==> src/rtl/mem_arbiter_pkg.sv <==
// Shared types and constants for the unified-memory arbiter: FSM encoding,
// port-select codes and the data value returned on a watchdog timeout.
package mem_arbiter_pkg;

  typedef enum logic [1:0] {
    IDLE    = 2'd0,
    SERV_DM = 2'd1,
    SERV_IF = 2'd2
  } state_t;

  localparam logic PORT_IF = 1'b0;
  localparam logic PORT_DM = 1'b1;

  localparam logic [31:0] TIMEOUT_RDATA = 32'd0;

  function automatic logic is_serving(input state_t s);
    return (s == SERV_DM) || (s == SERV_IF);
  endfunction

endpackage

==> src/rtl/mem_watchdog.sv <==
// Transaction watchdog: counts cycles while enabled and flags the cycle whose
// increment brings the count to TIMEOUT. TIMEOUT of 0 never expires.
module mem_watchdog #(
  parameter int TIMEOUT = 255
) (
  input  logic clk,
  input  logic rst,
  input  logic clear,
  input  logic enable,
  output logic expired
);

  localparam int CW = (TIMEOUT > 1) ? $clog2(TIMEOUT + 1) : 1;

  logic [CW-1:0] count_reg;

  always_ff @(posedge clk) begin
    if (rst || clear) begin
      count_reg <= '0;
    end else if (enable) begin
      count_reg <= count_reg + CW'(1);
    end
  end

  generate
    if (TIMEOUT == 0) begin : g_disabled
      assign expired = 1'b0;
    end else begin : g_enabled
      localparam logic [CW-1:0] LAST = CW'(TIMEOUT - 1);
      assign expired = enable && (count_reg == LAST);
    end
  endgenerate

endmodule

==> src/rtl/mem_arbiter.sv <==
// Arbitrates one single-port memory between instruction fetch and data access,
// running one multi-cycle transaction at a time and returning per-port stalls.
module mem_arbiter
  import mem_arbiter_pkg::*;
#(
  parameter int DATA_WIDTH = 32,
  parameter int ADDR_WIDTH = 32,
  parameter int TIMEOUT    = 255
) (
  input  logic                  clk,
  input  logic                  rst,
  input  logic                  if_req,
  input  logic [ADDR_WIDTH-1:0] if_addr,
  output logic [DATA_WIDTH-1:0] if_rdata,
  output logic                  if_stall,
  input  logic                  dm_rd,
  input  logic                  dm_wr,
  input  logic [ADDR_WIDTH-1:0] dm_addr,
  input  logic [DATA_WIDTH-1:0] dm_wdata,
  output logic [DATA_WIDTH-1:0] dm_rdata,
  output logic                  dm_stall,
  output logic                  mem_req,
  output logic                  mem_we,
  output logic [ADDR_WIDTH-1:0] mem_addr,
  output logic [DATA_WIDTH-1:0] mem_wdata,
  input  logic [DATA_WIDTH-1:0] mem_rdata,
  input  logic                  mem_ack,
  output logic                  mem_err,
  output logic [31:0]           conflict_cnt
);

  state_t                state_reg, state_next;
  logic                  mem_req_reg, mem_req_next;
  logic                  mem_we_reg, mem_we_next;
  logic [ADDR_WIDTH-1:0] mem_addr_reg, mem_addr_next;
  logic [DATA_WIDTH-1:0] mem_wdata_reg, mem_wdata_next;
  logic [DATA_WIDTH-1:0] if_rdata_reg, if_rdata_next;
  logic [DATA_WIDTH-1:0] dm_rdata_reg, dm_rdata_next;
  logic                  if_done_reg, if_done_next;
  logic                  dm_done_reg, dm_done_next;
  logic                  mem_err_reg, mem_err_next;
  logic [31:0]           conflict_reg, conflict_next;

  logic dm_any;
  logic dm_elig;
  logic if_elig;
  logic grant_port;
  logic wd_clear;
  logic wd_enable;
  logic wd_expired;

  assign dm_any  = dm_rd | dm_wr;
  assign dm_elig = dm_any & ~dm_done_reg;
  assign if_elig = if_req & ~if_done_reg;
  // The MEM-stage access belongs to the older instruction, so it wins ties.
  assign grant_port = dm_elig ? PORT_DM : PORT_IF;

  mem_watchdog #(
    .TIMEOUT(TIMEOUT)
  ) u_watchdog (
    .clk    (clk),
    .rst    (rst),
    .clear  (wd_clear),
    .enable (wd_enable),
    .expired(wd_expired)
  );

  always_ff @(posedge clk) begin
    if (rst) begin
      state_reg     <= IDLE;
      mem_req_reg   <= 1'b0;
      mem_we_reg    <= 1'b0;
      mem_addr_reg  <= '0;
      mem_wdata_reg <= '0;
      if_rdata_reg  <= '0;
      dm_rdata_reg  <= '0;
      if_done_reg   <= 1'b0;
      dm_done_reg   <= 1'b0;
      mem_err_reg   <= 1'b0;
      conflict_reg  <= '0;
    end else begin
      state_reg     <= state_next;
      mem_req_reg   <= mem_req_next;
      mem_we_reg    <= mem_we_next;
      mem_addr_reg  <= mem_addr_next;
      mem_wdata_reg <= mem_wdata_next;
      if_rdata_reg  <= if_rdata_next;
      dm_rdata_reg  <= dm_rdata_next;
      if_done_reg   <= if_done_next;
      dm_done_reg   <= dm_done_next;
      mem_err_reg   <= mem_err_next;
      conflict_reg  <= conflict_next;
    end
  end

  always_comb begin
    state_next     = state_reg;
    mem_req_next   = mem_req_reg;
    mem_we_next    = mem_we_reg;
    mem_addr_next  = mem_addr_reg;
    mem_wdata_next = mem_wdata_reg;
    if_rdata_next  = if_rdata_reg;
    dm_rdata_next  = dm_rdata_reg;
    if_done_next   = 1'b0;
    dm_done_next   = 1'b0;
    mem_err_next   = mem_err_reg;
    conflict_next  = conflict_reg;
    wd_enable      = is_serving(state_reg);
    wd_clear       = ~is_serving(state_reg);

    case (state_reg)
      IDLE: begin
        if (dm_elig && if_elig) begin
          conflict_next = conflict_reg + 32'd1;
        end
        if (dm_elig || if_elig) begin
          mem_req_next = 1'b1;
          if (grant_port == PORT_DM) begin
            state_next     = SERV_DM;
            mem_we_next    = dm_wr;
            mem_addr_next  = dm_addr;
            mem_wdata_next = dm_wdata;
          end else begin
            state_next     = SERV_IF;
            mem_we_next    = 1'b0;
            mem_addr_next  = if_addr;
            mem_wdata_next = '0;
          end
        end
      end

      SERV_DM, SERV_IF: begin
        if (mem_ack) begin
          wd_clear     = 1'b1;
          state_next   = IDLE;
          mem_req_next = 1'b0;
          mem_we_next  = 1'b0;
          if (state_reg == SERV_DM) begin
            dm_done_next = 1'b1;
            if (!mem_we_reg) begin
              dm_rdata_next = mem_rdata;
            end
          end else begin
            if_done_next  = 1'b1;
            if_rdata_next = mem_rdata;
          end
        end else if (wd_expired) begin
          // Release the stalled port with a defined value rather than hang the pipeline.
          state_next   = IDLE;
          mem_req_next = 1'b0;
          mem_we_next  = 1'b0;
          mem_err_next = 1'b1;
          if (state_reg == SERV_DM) begin
            dm_done_next  = 1'b1;
            dm_rdata_next = DATA_WIDTH'(TIMEOUT_RDATA);
          end else begin
            if_done_next  = 1'b1;
            if_rdata_next = DATA_WIDTH'(TIMEOUT_RDATA);
          end
        end
      end

      default: begin
        state_next   = IDLE;
        mem_req_next = 1'b0;
        mem_we_next  = 1'b0;
      end
    endcase
  end

  assign if_stall     = if_req & ~if_done_reg;
  assign dm_stall     = dm_any & ~dm_done_reg;
  assign if_rdata     = if_rdata_reg;
  assign dm_rdata     = dm_rdata_reg;
  assign mem_req      = mem_req_reg;
  assign mem_we       = mem_we_reg;
  assign mem_addr     = mem_addr_reg;
  assign mem_wdata    = mem_wdata_reg;
  assign mem_err      = mem_err_reg;
  assign conflict_cnt = conflict_reg;

endmodule

==> config.mk <==
export PLATFORM = sky130hd
export DESIGN_NAME = mem_arbiter
export DESIGN_NICKNAME = d
export VERILOG_FILES = /design/src/rtl/mem_arbiter_pkg.sv /design/src/rtl/mem_watchdog.sv /design/src/rtl/mem_arbiter.sv
export SDC_FILE = /design/constraint.sdc
export NUM_CORES = 1
export LEC_CHECK = 0
export ABC_AREA = 1
export CAP_MARGIN = 10
export CORE_ASPECT_RATIO = 0.75
export CORE_MARGIN = 2
export CORE_UTILIZATION = 47
export DETAILED_ROUTE_END_ITERATION = 10
export PLACE_DENSITY_LB_ADDON = 0.25
export SYNTH_ARGS = -nofsm -noshare
export SYNTH_HDL_FRONTEND = slang
export SYNTH_SLANG_ARGS = --single-unit
==> constraint.sdc <==
create_clock -name clk -period 3.1 [get_ports clk]
set_clock_uncertainty 0.2 [all_clocks]
set_input_delay 0.62 -clock clk [delete_from_list [all_inputs] [get_ports clk]]
set_output_delay 0.62 -clock clk [all_outputs]
set_load 0.01 [all_outputs]
==> metrics, run 1 <==
largest cells by area after synthesis dfxtp_1 46%, nand2_1 16%, nor2_1 11%; type of origin of the critical path primary input; Setup Buffers After CTS 0; Root Buffer clkbuf_16; H-tree Lvls 4; Max IR drop VDD 0.369 mV; status completed; vias in the first global route 7531; Total Nets Final 1534; Final TNS setup 0 ns; CTS tree done; Final period util 87.4%; Syn. warnings 0; Least-Margin Pin Slew 0.859 ns; CP required 2.28 ns; drt drc 0; dominant cell type by area after synthesis dfxtp_1; PwrDens 535 mW/mm^2; routability cong. 0.889; reg2reg path depth 9; distinct cell type count after synthesis 35; largest net degree at the start of global routing 77; Core Area about 0.016 mm^2; TritonCTS Buffers 17; final worst path period need around 2.7 ns; Max Transition Viols Final 0; Clock Latency Late Sink 0.42 ns; Post-DP HPWL between 15000 and 20000 um; die area between 0.015 and 0.02 mm^2; fraction of layout instances using a drive strength above 1 under 10%; worst reg2reg startpoint state_reg[1]$_SDFFE_PP0P_; Endpoint, Worst Hold mem_wdata[2]$_SDFFE_PP0P_; Initial Util 48.0%; Via Count between 8000 and 9000; maxcap violations 0; fmax around 370 MHz; clk buf depth 2; Setup CP Type primary input to primary output; TritonCTS sink count about 180; Setup Viol. Count Final 0; hold path start mem_wdata[2]$_SDFFE_PP0P_; RSZ-0062 raised after global routing no; relative slew slack 42.7%; Worst Hold Class flop to flop; WL per Instance between 10 and 15 um; Post-CTS Hold Buffers 0; Worst Hold Depth 2; TritonRoute pass-1 iters 5; # fillers around 1300; row cnt 40; clock slew at reported path FFs 0.07 ns; I/O pins 299; initial antenna violation count 1; final core utilization about 70%; first-pass GRT wire length 37200 um; die height 115 um; GRT Util Overall 26.6%; Layout area overhead 46.6%; PortBufs 298; synthesized flop and latch total approximately 180; DIE WIDTH ~150 um; syn_nets 1265; worst-path maximum fanout 4; Yosys top cell area share 45.6%; worst reg2reg endpoint dm_rdata[11]$_SDFFE_PP0P_; DR iter-0 viols 470; P_leak between 4 and 5 nW; Cells after Synth 1126; Worst Setup End Kind primary output; post-DR vias/cell 5.00; sequential-to-total area share from yosys stat 45.6%; post-route ant nets 0; syn_area_per_cell about 6.8 um^2; global route total overflow 0; FF-to-FF setup slack 0.92 ns; Critical Path AT 1.89 ns; Gates resized, CTS repair 0; Tot Pwr about 6.0 mW; Final Hold Fails 0; Post-Route WL 23300 um; Post-Syn Area 0.00768 mm^2
per-layer routing:
layer / global-route usage (%) / part of all wire, % / vias up
met5: 0 / 0 / -
met4: 7.41 / 1.7 / 0
met3: 7.10 / 7.3 / 34
met2: 42.6 / 46 / 254
met1: 35.6 / 45 / 3693
li1: - / - / 4107
synth_stat cells:
cell type and count:
nand4_1 16, buf_6 6, a31oi_1 4, nor2_1 227
nand3_2 3, nor2_8 1, nand2_2 1, nor3_1 6
buf_2 18, clkinv_1 1, a21oi_4 2, nand2_1 330
inv_1 63, clkbuf_1 29, a21oi_1 114, nand3b_1 1
buf_8 4, buf_1 4, ha_1 5, o31ai_1 1
o21a_1 1, o21ai_1 2, or2_0 1, nor2_4 1
xor2_1 1, nand3_1 52, nor2_2 4, dfxtp_1 175
o21ai_0 40, o21bai_1 2, inv_2 3, nor4_1 2
buf_4 3, xnor2_1 2, a211oi_1 1
report_power, final:
part | switching, mW | internal (mW) | total [mW]
Clock | 0.926 | 1.11 | 2.04
Combinational | 0.745 | 0.693 | 1.44
Sequential | 0.102 | 2.45 | 2.55
per-stage QoR:
step | hold WS [ns] | area (um^2) | setup WS (ns) | cells
global route | 0.282 | 11300 | 0.326 | 1617
global placement | 0.243 | 10700 | 0.390 | 1586
detailed placement | 0.251 | 10700 | 0.369 | 1586
CTS | 0.263 | 11300 | 0.393 | 1617
finish | 0.262 | 11300 | 0.389 | 1618
floorplan | 0.230 | 7680 | 1.17 | 1126
critical path, stage by stage:
cell and delay [ns]:
clkdlybuf4s50_1 0.45, inv_1 0.04, nor2_2 0.19, clkdlybuf4s50_1 0.58
placed cells by master, fill, tap and decap left out, types with 2 or more instances in the layout:
cell type and n:
clkbuf_1 2, nor2_1 227, o21bai_1 2, clkbuf_16 17, nand3_1 52, inv_6 3
inv_1 61, xnor2_1 2, inv_2 5, clkdlybuf4s50_1 297, nor4_1 2, o21ai_0 40
nand4_1 16, ha_1 5, nor3_1 6, clkinv_4 2, a21oi_4 2, buf_12 3
dfxtp_1 175, nand2_1 330, a31oi_1 4, o21ai_1 2, nand3_2 3, buf_4 13
a21oi_1 114, nor2_2 4, clkinv_2 4
kinds of logic after synthesis:
| logic type | count (synthesis) | synth area share, % |
|---|---|---|
| AO/OA/AOI/OAI | 167 | 11.4 |
| XOR/XNOR | 3 | 0.342 |
| adder cells (fa/ha/maj) | 5 | 0.814 |
| buffers and inverters | 131 | 8.01 |
| flip-flops | 175 | 45.6 |
| AND/OR/NAND/NOR | 645 | 33.8 |
layout make-up:
cell class                      count  area [um^2]  area share [%]
Sequential cell                   175         3500            31.1
Clock buffer                       19          433            3.84
Inverter                           67          251            2.23
Multi-Input combinational cell    820         3560            31.6
Antenna cell                        1         2.50          0.0222
Clock inverter                     12          113            1.00
Tap cell                          210          263            2.33
Timing Repair Buffer              314         3140            27.8
worst max path at each step:
stage	start	slack, ns	cells after the start	end
after floorplan	dm_wr	1.17	3	dm_stall
after global placement	if_req	0.39	4	if_stall
after detailed placement	dm_wr	0.37	10	conflict_cnt[13]$_SDFFE_PP0P_
after CTS	if_req	0.39	4	if_stall
after global routing	dm_wr	0.33	4	dm_stall
final	if_req	0.39	4	if_stall
No activity file was read; power rests on OpenSTA's default activity.
==> inputs of run 2 (changes only) <==
--- a/config.mk
+++ b/config.mk
@@ -10,6 +10,7 @@
 export CORE_ASPECT_RATIO = 0.75
 export CORE_MARGIN = 2
 export CORE_UTILIZATION = 47
+export CTS_CLUSTER_DIAMETER = 50
 export DETAILED_ROUTE_END_ITERATION = 10
 export PLACE_DENSITY_LB_ADDON = 0.25
 export SYNTH_ARGS = -nofsm -noshare
==> results of run 2 <==
The final DEF is identical to that of run 1; final timing and power are the same.
==> inputs of run 3 (changes only) <==
--- a/config.mk
+++ b/config.mk
@@ -6,6 +6,7 @@
 export NUM_CORES = 1
 export LEC_CHECK = 0
 export ABC_AREA = 1
+export ABC_CLOCK_PERIOD_IN_PS = 3100
 export CAP_MARGIN = 10
 export CORE_ASPECT_RATIO = 0.75
 export CORE_MARGIN = 2
==> results of run 3 <==
The final DEF is identical to that of run 1; final timing and power are the same.
==> edit (flow settings as in run 1) <==
Re-encode `state_t` (3 states) as one-hot, 3 bits wide.
--- a/src/rtl/mem_arbiter_pkg.sv
+++ b/src/rtl/mem_arbiter_pkg.sv
@@ -2,10 +2,10 @@
 // port-select codes and the data value returned on a watchdog timeout.
 package mem_arbiter_pkg;
 
-  typedef enum logic [1:0] {
-    IDLE    = 2'd0,
-    SERV_DM = 2'd1,
-    SERV_IF = 2'd2
+  typedef enum logic [2:0] {
+    IDLE    = 3'b001,
+    SERV_DM = 3'b010,
+    SERV_IF = 3'b100
   } state_t;
 
   localparam logic PORT_IF = 1'b0;
Formal check against the unedited RTL: no difference found for any inputs over 4 cycles, from zero or initial values and one cycle with rst high; so few cycles prove little.
==> edit against run 1 <==
- final cell count is 3.3% higher
- setup slack got worse by 90 ps
- routed wire length up 1.2%
- largest power group unchanged
- design area grew 2.7%
- sequential cell count is 1 higher
- highest routed layer unchanged
- total power fell by 3.2%
- largest cell class is now registers
- synthesized area increased by 2.3%
- count of clock-buffer cells in the layout fell by 1
==> edit: results (changes against run 1) <==
* Outcome: finished, final reports clean
* Slew @ Worst Pin: 724 ps (-135 ps)
- The switching power summed over all nets is 0.00157 W (-11%).
* Post-detailed-placement half-perimeter wirelength: 16700 microns (+2.6%)
- Detail-routed via count per cell: 4.92 (-1.6%)
- Total number of multi-input combinational cells: 794 (-3.2%)
- Share of the yosys chip area belonging to registers: 44.8% (-0.79 points)
- The critical path ends at dm_stall.
- Power density cells: 504 nW/um^2 (-5.8%)
* Final nets: 1584 (+3.3%)
- The most critical setup path has its startpoint at dm_wr.
- The total instance count after detailed placement came to 1638 (+3.3%).
* Xor and xnor fraction of the mapped netlist area: 0.446% (+0.10 points)
- Area fraction in compound gates after synthesis: 10.9% (-0.50 points)
- The mean routed wirelength per cell was 14.1 microns (-2.0%).
* Register fraction of the total cell area: 30.5% (-0.64 points)
- Number of nets produced by synthesis: 1312 (+3.7%)
- Synth Area in Adders: 0.477% (-0.34 points)
- The layout inverter count without the clock tree came to 146 (+120%).
- Comb power: 0.00111 W (-23%)
* Met2 WL: 10600 microns (-1.6%)
* Slowest cell delay on critical path: 610 ps (+30 ps)
- The worst hold path begins at mem_addr[15]$_SDFFE_PP0P_.
- The global-route met3 utilization was 8.41% (+1.3 points).
- The average cell area after synthesis is 6.69 sq um (-1.9%).
- The path depth of the worst reg2reg path is 7 (-2).
- The fraction of area in multi-input gates is 30.4% (-1.2 points).
- Share of the synthesized area in the top cell type: 44.8% (-0.79 points)
- Buffers outside the clock class: 312 (-0.64%)
* Sequential cell count: 176 (+0.57%)
- Static leakage: 4.82 nW (+5.2%)
* Portion of the layout cell area used by clock cells: 5.35% (+0.51 points)
- Final weighted congestion in routability-driven placement: 0.877 (-1.4%)
- Number of global-route vias before repair: 7527 (-0.053%)
## edit: cell count changes after synthesis, moves of 4 or more
cell	run 1	this run
nand2_1	330	373
inv_1	63	140
nor2_4	1	6
a21oi_1	114	121
nand4_1	16	32
nor3_1	6	11
clkbuf_1	29	36
buf_8	4	0
nand3_1	52	33
nor2_1	227	146
buf_1	4	0
## edit: worst min path at each step
| stage | end | depth (start not counted) |
|---|---|---|
| 2_1_floorplan | u_watchdog.count_reg[4]$_SDFFE_PP0N_ | 2 |
| 3_3_place_gp | mem_addr[28]$_SDFFE_PP0P_ | 2 |
| 3_5_place_dp | mem_addr[29]$_SDFFE_PP0P_ | 2 |
| 4_1_cts | mem_addr[29]$_SDFFE_PP0P_ | 2 |
| 5_1_grt | u_watchdog.count_reg[4]$_SDFFE_PP0N_ | 2 |
| 6_report | mem_addr[15]$_SDFFE_PP0P_ | 2 |
